===== config.mk =====
export PLATFORM = sky130hd
export DESIGN_NAME = window_sequencer_flat
export DESIGN_NICKNAME = d
export VERILOG_FILES = /design/src/rtl/window_sequencer_if.sv /design/src/rtl/window_sequencer.sv /design/src/flat_wrapper.sv
export SDC_FILE = /design/constraint.sdc
export NUM_CORES = 1
export LEC_CHECK = 0
export CAP_MARGIN = 15
export CORE_MARGIN = 5
export CORE_UTILIZATION = 39
export DETAILED_ROUTE_END_ITERATION = 12
export SYNTH_ARGS = -nofsm -noshare
export SYNTH_HDL_FRONTEND = slang
export SYNTH_SLANG_ARGS = --single-unit

===== constraint.sdc =====
create_clock -name clock -period 2.7 [get_ports clock]
set_input_delay 0.81 -clock clock [delete_from_list [all_inputs] [get_ports clock]]
set_output_delay 0.81 -clock clock [all_outputs]
set_load 0.01 [all_outputs]

===== src/rtl/window_sequencer_if.sv =====
// rtl/window_sequencer_if.sv - pixel-strobe inputs and line-buffer/window control outputs of the 5x5 window sequencer
interface window_sequencer_if #(
  parameter int CW = 9
);
  logic          enable;
  logic          validin;
  logic          blanking_in;
  logic          lb_wr_en;
  logic [CW-1:0] lb_addr;
  logic          shift_en;
  logic          flush_zero;
  logic          border;
  logic          validout;
  logic          frame_start;
  logic          frame_done;
  logic          error;

  modport master (
    output enable, validin, blanking_in,
    input  lb_wr_en, lb_addr, shift_en, flush_zero, border, validout,
           frame_start, frame_done, error
  );

  modport slave (
    input  enable, validin, blanking_in,
    output lb_wr_en, lb_addr, shift_en, flush_zero, border, validout,
           frame_start, frame_done, error
  );
endinterface


===== src/rtl/window_sequencer.sv =====
// rtl/window_sequencer.sv - frame row/column sequencing, line-buffer addressing and
// centre-valid/border timing for the 5x5 window stage, with a self-timed end-of-frame flush
module window_sequencer #(
  parameter int WIDTH  = 320,
  parameter int HEIGHT = 240,
  parameter int CW     = 9,
  parameter int RW     = 8
) (
  input  logic               clock,
  input  logic               reset,
  window_sequencer_if.slave  bus
);
  localparam int NW = CW + RW;
  localparam int FW = CW + 2;

  localparam logic [CW-1:0] COL_LAST = CW'(WIDTH - 1);
  localparam logic [CW-1:0] COL_RGT  = CW'(WIDTH - 2);
  localparam logic [RW-1:0] ROW_LAST = RW'(HEIGHT - 1);
  localparam logic [RW-1:0] ROW_BOT  = RW'(HEIGHT - 2);
  localparam logic [NW-1:0] IN_LAST  = NW'(WIDTH * HEIGHT - 1);
  localparam logic [NW-1:0] IN_LAG   = NW'(2 * WIDTH + 2);
  localparam logic [FW-1:0] FL_LAG   = FW'(2 * WIDTH + 2);

  typedef enum logic [1:0] {IDLE, ACTIVE, FLUSH} state_t;

  state_t        state, state_n;
  logic [CW-1:0] col, col_n, ccol, ccol_n;
  logic [RW-1:0] row, row_n, crow, crow_n;
  logic [NW-1:0] in_cnt, in_cnt_n;
  logic [FW-1:0] fcnt, fcnt_n;

  logic          wr_q, wr_n, shift_q, shift_n, fz_q, fz_n, border_q, border_n;
  logic          vout_q, vout_n, fs_q, fs_n, fd_q, fd_n, err_q, err_n;
  logic [CW-1:0] addr_q, addr_n;
  logic          accept, ctr_adv;

  always_comb begin
    state_n  = state;
    col_n    = col;
    row_n    = row;
    in_cnt_n = in_cnt;
    ccol_n   = ccol;
    crow_n   = crow;
    fcnt_n   = fcnt;
    wr_n     = 1'b0;
    addr_n   = '0;
    shift_n  = 1'b0;
    fz_n     = 1'b0;
    border_n = 1'b0;
    vout_n   = 1'b0;
    fs_n     = 1'b0;
    fd_n     = 1'b0;
    err_n    = err_q;
    accept   = 1'b0;
    ctr_adv  = 1'b0;

    case (state)
      IDLE: begin
        // a pixel coinciding with the frame_done pulse belongs to no frame
        if (bus.enable && bus.validin && !bus.blanking_in && !fd_q) begin
          accept  = 1'b1;
          fs_n    = 1'b1;
          state_n = ACTIVE;
        end
      end
      ACTIVE: begin
        if (bus.blanking_in) begin
          err_n    = 1'b1;
          state_n  = IDLE;
          col_n    = '0;
          row_n    = '0;
          in_cnt_n = '0;
          ccol_n   = '0;
          crow_n   = '0;
        end else if (bus.validin) begin
          accept = 1'b1;
          if (in_cnt == IN_LAST) state_n = FLUSH;
        end
      end
      FLUSH: begin
        if (bus.validin) err_n = 1'b1;
        if (fcnt == FL_LAG) begin
          fd_n    = 1'b1;
          fcnt_n  = '0;
          state_n = IDLE;
        end else begin
          ctr_adv = 1'b1;
          shift_n = 1'b1;
          fz_n    = 1'b1;
          fcnt_n  = fcnt + FW'(1);
        end
      end
      default: state_n = IDLE;
    endcase

    if (accept) begin
      wr_n    = 1'b1;
      addr_n  = col;
      shift_n = 1'b1;
      if (in_cnt >= IN_LAG) ctr_adv = 1'b1;
      if (in_cnt == IN_LAST) begin
        col_n    = '0;
        row_n    = '0;
        in_cnt_n = '0;
      end else begin
        in_cnt_n = in_cnt + NW'(1);
        if (col == COL_LAST) begin
          col_n = '0;
          row_n = row + RW'(1);
        end else begin
          col_n = col + CW'(1);
        end
      end
    end

    // centre position (crow, ccol) is the row/column split of the centre index
    if (ctr_adv) begin
      vout_n   = 1'b1;
      border_n = (crow < RW'(2)) || (crow >= ROW_BOT) || (ccol < CW'(2)) || (ccol >= COL_RGT);
      if (ccol == COL_LAST) begin
        ccol_n = '0;
        crow_n = (crow == ROW_LAST) ? '0 : crow + RW'(1);
      end else begin
        ccol_n = ccol + CW'(1);
      end
    end
  end

  always_ff @(posedge clock or negedge reset) begin
    if (!reset) begin
      state    <= IDLE;
      col      <= '0;
      row      <= '0;
      in_cnt   <= '0;
      ccol     <= '0;
      crow     <= '0;
      fcnt     <= '0;
      wr_q     <= 1'b0;
      addr_q   <= '0;
      shift_q  <= 1'b0;
      fz_q     <= 1'b0;
      border_q <= 1'b0;
      vout_q   <= 1'b0;
      fs_q     <= 1'b0;
      fd_q     <= 1'b0;
      err_q    <= 1'b0;
    end else begin
      state    <= state_n;
      col      <= col_n;
      row      <= row_n;
      in_cnt   <= in_cnt_n;
      ccol     <= ccol_n;
      crow     <= crow_n;
      fcnt     <= fcnt_n;
      wr_q     <= wr_n;
      addr_q   <= addr_n;
      shift_q  <= shift_n;
      fz_q     <= fz_n;
      border_q <= border_n;
      vout_q   <= vout_n;
      fs_q     <= fs_n;
      fd_q     <= fd_n;
      err_q    <= err_n;
    end
  end

  assign bus.lb_wr_en    = wr_q;
  assign bus.lb_addr     = addr_q;
  assign bus.shift_en    = shift_q;
  assign bus.flush_zero  = fz_q;
  assign bus.border      = border_q;
  assign bus.validout    = vout_q;
  assign bus.frame_start = fs_q;
  assign bus.frame_done  = fd_q;
  assign bus.error       = err_q;
endmodule


===== src/flat_wrapper.sv =====
// flat-port wrapper written by rule: the top's interface ports become plain ports
module window_sequencer_flat 
#(
  parameter int WIDTH  = 320,
  parameter int HEIGHT = 240,
  parameter int CW     = 9,
  parameter int RW     = 8
)
  (clock, reset, bus_enable, bus_validin, bus_blanking_in, bus_lb_wr_en, bus_lb_addr, bus_shift_en, bus_flush_zero, bus_border, bus_validout, bus_frame_start, bus_frame_done, bus_error);
  window_sequencer_if #(.CW(CW)) bus_i ();
  input  logic clock;
  input  logic reset;
  input wire logic [$bits(bus_i.enable)-1:0] bus_enable;
  input wire logic [$bits(bus_i.validin)-1:0] bus_validin;
  input wire logic [$bits(bus_i.blanking_in)-1:0] bus_blanking_in;
  output wire logic [$bits(bus_i.lb_wr_en)-1:0] bus_lb_wr_en;
  output wire logic [$bits(bus_i.lb_addr)-1:0] bus_lb_addr;
  output wire logic [$bits(bus_i.shift_en)-1:0] bus_shift_en;
  output wire logic [$bits(bus_i.flush_zero)-1:0] bus_flush_zero;
  output wire logic [$bits(bus_i.border)-1:0] bus_border;
  output wire logic [$bits(bus_i.validout)-1:0] bus_validout;
  output wire logic [$bits(bus_i.frame_start)-1:0] bus_frame_start;
  output wire logic [$bits(bus_i.frame_done)-1:0] bus_frame_done;
  output wire logic [$bits(bus_i.error)-1:0] bus_error;
  assign bus_i.enable = bus_enable;
  assign bus_i.validin = bus_validin;
  assign bus_i.blanking_in = bus_blanking_in;
  assign bus_lb_wr_en = bus_i.lb_wr_en;
  assign bus_lb_addr = bus_i.lb_addr;
  assign bus_shift_en = bus_i.shift_en;
  assign bus_flush_zero = bus_i.flush_zero;
  assign bus_border = bus_i.border;
  assign bus_validout = bus_i.validout;
  assign bus_frame_start = bus_i.frame_start;
  assign bus_frame_done = bus_i.frame_done;
  assign bus_error = bus_i.error;
  window_sequencer #(.WIDTH(WIDTH), .HEIGHT(HEIGHT), .CW(CW), .RW(RW)) u_core (.clock(clock), .reset(reset), .bus(bus_i));
endmodule

Word-level counts from Yosys, hierarchy flattened. Cells that the tools add are included. W data, S select, Z words.

Add/subtract/negate cells: 5. Order comparisons: 5. Equality and inequality tests: 13. Multiplexer cells: 42. Reduce and logical (&&, ||, !) cells: 18.

Operators by type and width (count): $mux W9 (8); $mux W17 (4); $mux W8 (5); $add A9 B1 Y9 const B (2); $eq A9 B9 Y1 const B (2); $add A17 B1 Y17 const B (1); $eq A17 B17 Y1 const B (1); $ge A17 B10 Y1 const B (1); $mux W1 (16); $add A11 B1 Y11 const B (1); $eq A11 B10 Y1 const B (1); $mux W11 (1); $mux W2 (5); $reduce_bool A2 Y1 (5); $ge A9 B9 Y1 const B (1); $lt A9 B2 Y1 const B (1); $add A8 B1 Y8 const B (1); $eq A8 B8 Y1 const B (1); $ge A8 B8 Y1 const B (1); $lt A8 B2 Y1 const B (1); $pmux W2 S3 (1); $ne A2 B1 Y1 const B (2); $ne A2 B2 Y1 const B (2); $pmux W1 S2 (2); 11 further kinds (17).

Flip-flop bits (word level): 73. Output and inout port bits: 17.

Depth between registers and ports, before layout.
Depth in word-level cells: 8. Mapped depth: 9. Gate-level depth less buffers: 9.

Worst setup path after synthesis. OpenSTA, ideal clock, no wires.

Path kind: input -> register. Start point: input port bus_blanking_in. End point: register u_core.crow[4]. Library setup time: 0.122 ns. Arrival time: 2.262 ns. Required time: 2.578 ns. Setup slack: 0.317 ns. Stages: 7. Path buffers: 0. Cell sequence: nor3b_1 o21ai_2 inv_1 o21ai_0 a21oi_4 mux2_4 a32o_1.

Word-level cells in the longest chain between the ends: 7. Elaborated cells between the ends (all ways): 11. Classes of those cells: 8 x mux; 3 x reduce/logical.

Ends and longest elaborated chain: from (decl) (line flat_wrapper.sv:15) `input wire logic [$bits(bus_i.blanking_in)-1:0] bus_blanking_in;`; $logic_not A1 Y1 (line window_sequencer.sv:60) `if (bus.enable && bus.validin && !bus.blanking_in && !fd_q) begin`; $logic_and A1 B1 Y1 (2 in a row) (line window_sequencer.sv:60); $mux W1 (line window_sequencer.sv:60); $pmux W1 S2 (line window_sequencer.sv:57) `case (state)`; $mux W1 (line window_sequencer.sv:96) `if (accept) begin`; $mux W8 * (line window_sequencer.sv:117) `if (ctr_adv) begin`; via u_core.crow_n[4] (line window_sequencer.sv:28) `logic [RW-1:0] row, row_n, crow, crow_n;`; to (signal assigned) (line window_sequencer.sv:153) `crow <= crow_n;`; to (decl) (line window_sequencer.sv:28).

Mark *: on every way through the listed nets, which the timed path passes. The rest lies on a longest branch. A chain may end at the register's enable or synchronous reset.

Worst setup path in the final report.
Start point: register u_core.in_cnt[0]. End point: register u_core.crow[7].

Word-level cells in the longest chain between the ends: 4.

Ends and longest elaborated chain: from (decl) (line window_sequencer.sv:29) `logic [NW-1:0] in_cnt, in_cnt_n;`; from (signal assigned) (line window_sequencer.sv:151) `in_cnt <= in_cnt_n;`; $ge A17 B10 Y1 (line window_sequencer.sv:100) `if (in_cnt >= IN_LAG) ctr_adv = 1'b1;`; $mux W1 (line window_sequencer.sv:100); $mux W1 (line window_sequencer.sv:96); $mux W8 (line window_sequencer.sv:117); via u_core.crow_n[7] (line window_sequencer.sv:28).

The timed path passes the listed nets, and every way through them passes these cells.

==> results_dict.tcl <==
set metrics [dict create \
    postSynthAreaPerCell_um2 9.62 \
    cts_tree "built" \
    fp-row-count 35 \
    clk_latency_ns 0.35 \
    die_height_um 107 \
    ctsLongestPathBuffers 2 \
    ys_seq_elements 73 \
    path_max_fanout 5 \
    finalHoldViolations 0 \
    ys_seq_area_share_pct 50.0 \
    power_leakage_uw 0.00194 \
    cts_root_buf "clkbuf_8" \
    dp.cells 530 \
    post-route-period-util_pct 94.0 \
    synth-simple-area-share_pct 22.9 \
    arrival_ns 2.77 \
    cap_violations 0 \
    synth_edf_count 0 \
    cts_hold_buf 0 \
    synth_xor_area_share_pct 3.83 \
    synth_area_leader_cell "dfrtp_1" \
    initial_core_util_pct 39.8 \
    die_x_um 107 \
    drt-wirelength-per-cell_um 13.9 \
    synth_mux_area_share_pct 1.88 \
    synth_top_area_share_pct 50.0 \
    pre_cts_slack_ns -0.166 \
    grt_antenna_before_repair 0 \
    setup.worst_path.class "reg2reg" \
    min_path_type "in2async" \
    place_congestion 0.805 \
    track_usage_pct 14.6 \
    fin_crit_ns 2.54 \
    syn2layout_area_growth_pct 20.6 \
    fin_cells 546 \
    firstDrtPassIters 4 \
    synth.net_count 394 \
    cts.sinks 73 \
    grt_pass1_vias 2897 \
    fin_nets 444 \
    setup_viol 0 \
    fmax_mhz 394 \
    ir_drop_v 0.000251 \
    post_cts_resized 0 \
    synthAdderAreaFrac_pct 3.08 \
    synth_top_flop_cell "dfrtp_1" \
    clkTransAtPathRegs_ns 0.08 \
    critical_path_required_ns 2.94 \
    drive_gt1_share_pct 13.8 \
    drt-total-wl_mm 7.60 \
    syn_area_mm2 0.00366 \
    vias_per_cell 5.36 \
    grt_max_degree 74 \
    h-tree-depth 3 \
    synth_compound_area_share_pct 16.2 \
    synth.distinct_cells 57 \
    antenna_cells 0 \
    setup_slack_ns 0.162 \
    synth_top_family_by_area "simple AND/OR/NAND/NOR gates" \
    rsz0062_at_grt "false" \
    die_area_mm2 0.0114 \
    ios 22 \
    drc_errors 0 \
    synth_area_leaders "dfrtp_1 (50%), o21ai_0 (5.2%), nand2_1 (5.1%)" \
    synthCells 380 \
    slew_headroom_pct 57.1 \
    end_kind "flip-flop" \
    grt_pass1_wl_mm 13.6 \
    ant_nets 0 \
    maxSlewViolCount 0 \
    outcome "completed" \
    skew_ns 0.0120 \
    cts_setup_buffers 0 \
    powerDensity_mw_per_mm2 516 \
    core_area_mm2 0.00920 \
    synthArstFlopShare_pct 100 \
    drtIter0Drc 174 \
    globalRouteOverflowTotal 0 \
    cts_buffers 9 \
    dp_hpwl_mm 5.27 \
    worst_pin_slew_ns 0.637 \
    cp-start-kind "flip-flop" \
    num_vias 2925 \
    yosysWarnings 0 \
    port_buffers 21 \
]
-- cell usage after synthesis (3+ instances only) --
cell,count
ha_1,9
a21o_1,4
clkbuf_1,4
nand2_1,50
nor3_1,7
nor2_1,35
xor2_1,5
nand4_1,11
o22ai_1,4
o31ai_1,6
inv_1,13
and3_1,6
a21oi_1,9
a31oi_1,5
nand2b_1,3
nor4_1,7
nand3_1,19
nor2b_1,5
and2_1,9
xnor2_1,11
a22o_1,3
dfrtp_1,73
o21ai_0,38
-- stage by stage --
step	setup TNS, ns	total power [µW]	instance area, µm²	util [%]	hold WS (ns)
finish	0	2280	4410	47.9	0.470
global route	0	2380	4410	47.9	0.496
floorplan	0	1270	3660	-	0.438
detailed placement	-0.864	1380	4190	45.6	0.458
global placement	-0.269	1370	4190	45.6	0.458
CTS	0	2300	4410	47.9	0.477
-- logic make-up after synthesis --
logic type                 count (synthesis)
and+or+nand+nor                          167
xor gates and xnor gates                  16
muxes                                      6
buffers and inverters                     20
AOI/OAI and AO/OA                         89
adders and majority gates                  9
DFF                                       73
-- layout by cell type (no fill, tap or decap), types with 2 or more instances in the layout --
| cell | netlist | final |
|---|---|---|
| nand2_1 | 50 | 50 |
| o22ai_1 | 4 | 4 |
| nor2b_1 | 5 | 5 |
| dfrtp_1 | 73 | 73 |
| ha_1 | 9 | 9 |
| nor4_1 | 7 | 7 |
| and4_1 | 2 | 2 |
| nand2b_1 | 3 | 3 |
| buf_4 | 0 | 21 |
| clkdlybuf4s50_1 | 0 | 20 |
| o41ai_1 | 2 | 2 |
| o31ai_1 | 6 | 6 |
| mux2i_1 | 2 | 2 |
| and3_1 | 6 | 6 |
| nand3_1 | 19 | 19 |
| mux2_2 | 2 | 2 |
| or4_1 | 2 | 2 |
| and2_1 | 9 | 9 |
| a22o_2 | 2 | 2 |
| o21ai_0 | 38 | 38 |
| or3_1 | 2 | 2 |
| nand4_1 | 11 | 11 |
| a31oi_1 | 5 | 5 |
| clkbuf_8 | 0 | 12 |
| buf_12 | 0 | 3 |
| o21a_1 | 2 | 2 |
| nor3_1 | 7 | 7 |
| xnor2_1 | 11 | 11 |
| a21oi_1 | 9 | 9 |
| inv_1 | 13 | 13 |
| nor2_1 | 35 | 35 |
| a21o_1 | 4 | 4 |
| a22o_1 | 3 | 3 |
| or2_2 | 2 | 2 |
| xor2_1 | 5 | 5 |
-- where the power goes --
group	switching (µW)	total [µW]	leakage (µW)	internal, µW
Clock	419	926	0.000106	507
Sequential	28.5	1150	0.00101	1130
Combinational	107	197	0.000829	89.3
Total	555	2280	0.00194	1720
-- flip-flops by register name, summed over array words and instances, names as in the netlist --
| name | flops |
|---|---|
| u_core.crow | 8 |
| u_core.bus.frame_done | 1 |
| u_core.bus.shift_en | 1 |
| u_core.bus.lb_addr | 9 |
| u_core.state | 2 |
| u_core.bus.error | 1 |
| u_core.ccol | 9 |
| u_core.in_cnt | 17 |
| u_core.bus.border | 1 |
| u_core.fcnt | 11 |
| u_core.bus.validout | 1 |
| u_core.col | 9 |
| u_core.bus.lb_wr_en | 1 |
| u_core.bus.frame_start | 1 |
| u_core.bus.flush_zero | 1 |
-- critical path, stage by stage (launching register included) --
cell and delay [ns]:
dfrtp_1 0.38, inv_1 0.06, ha_1 0.14, or3b_2 0.43, a31oi_1 0.29, o21ai_0 0.30, a21oi_4 0.29, mux2_1 0.35
a21o_1 0.18
-- routing by layer --
metal | global-route usage, % | vias up | part of all wire, %
met4 | 6.21 | 0 | 1.8
met3 | 2.41 | 14 | 3.0
met5 | 0 | - | 0
li1 | - | 1463 | -
met1 | 20.0 | 1403 | 50
met2 | 23.0 | 45 | 46
-- path summary, 6_finish.rpt --
kind	startpoint	slack, ns	cells after the start	end
hold reg to reg	u_core.fcnt[10]$_DFFE_PN0P_	0.47	1	u_core.fcnt[10]$_DFFE_PN0P_
setup / recovery	u_core.in_cnt[0]$_DFFE_PN0P_	0.16	8	u_core.crow[7]$_DFF_PN0_
hold / removal	reset	0.47	2	u_core.col[7]$_DFFE_PN0P_
max in group asynchronous	reset	1.91	2	u_core.ccol[1]$_DFFE_PN0P_
setup reg to reg	u_core.in_cnt[0]$_DFFE_PN0P_	0.16	8	u_core.crow[7]$_DFF_PN0_
min in group clock	u_core.fcnt[10]$_DFFE_PN0P_	0.47	1	u_core.fcnt[10]$_DFFE_PN0P_
-- final cells by class --
class	count	area [µm²]
Fill cell	863	4790
Sequential cell	73	1830
Multi-Input combinational cell	287	1750
Timing Repair Buffer	45	423
Clock buffer	13	169
Tap cell	111	139
Inverter	14	55.1
Clock inverter	3	46.3
Note: power is estimated with default switching activity, not from simulation.
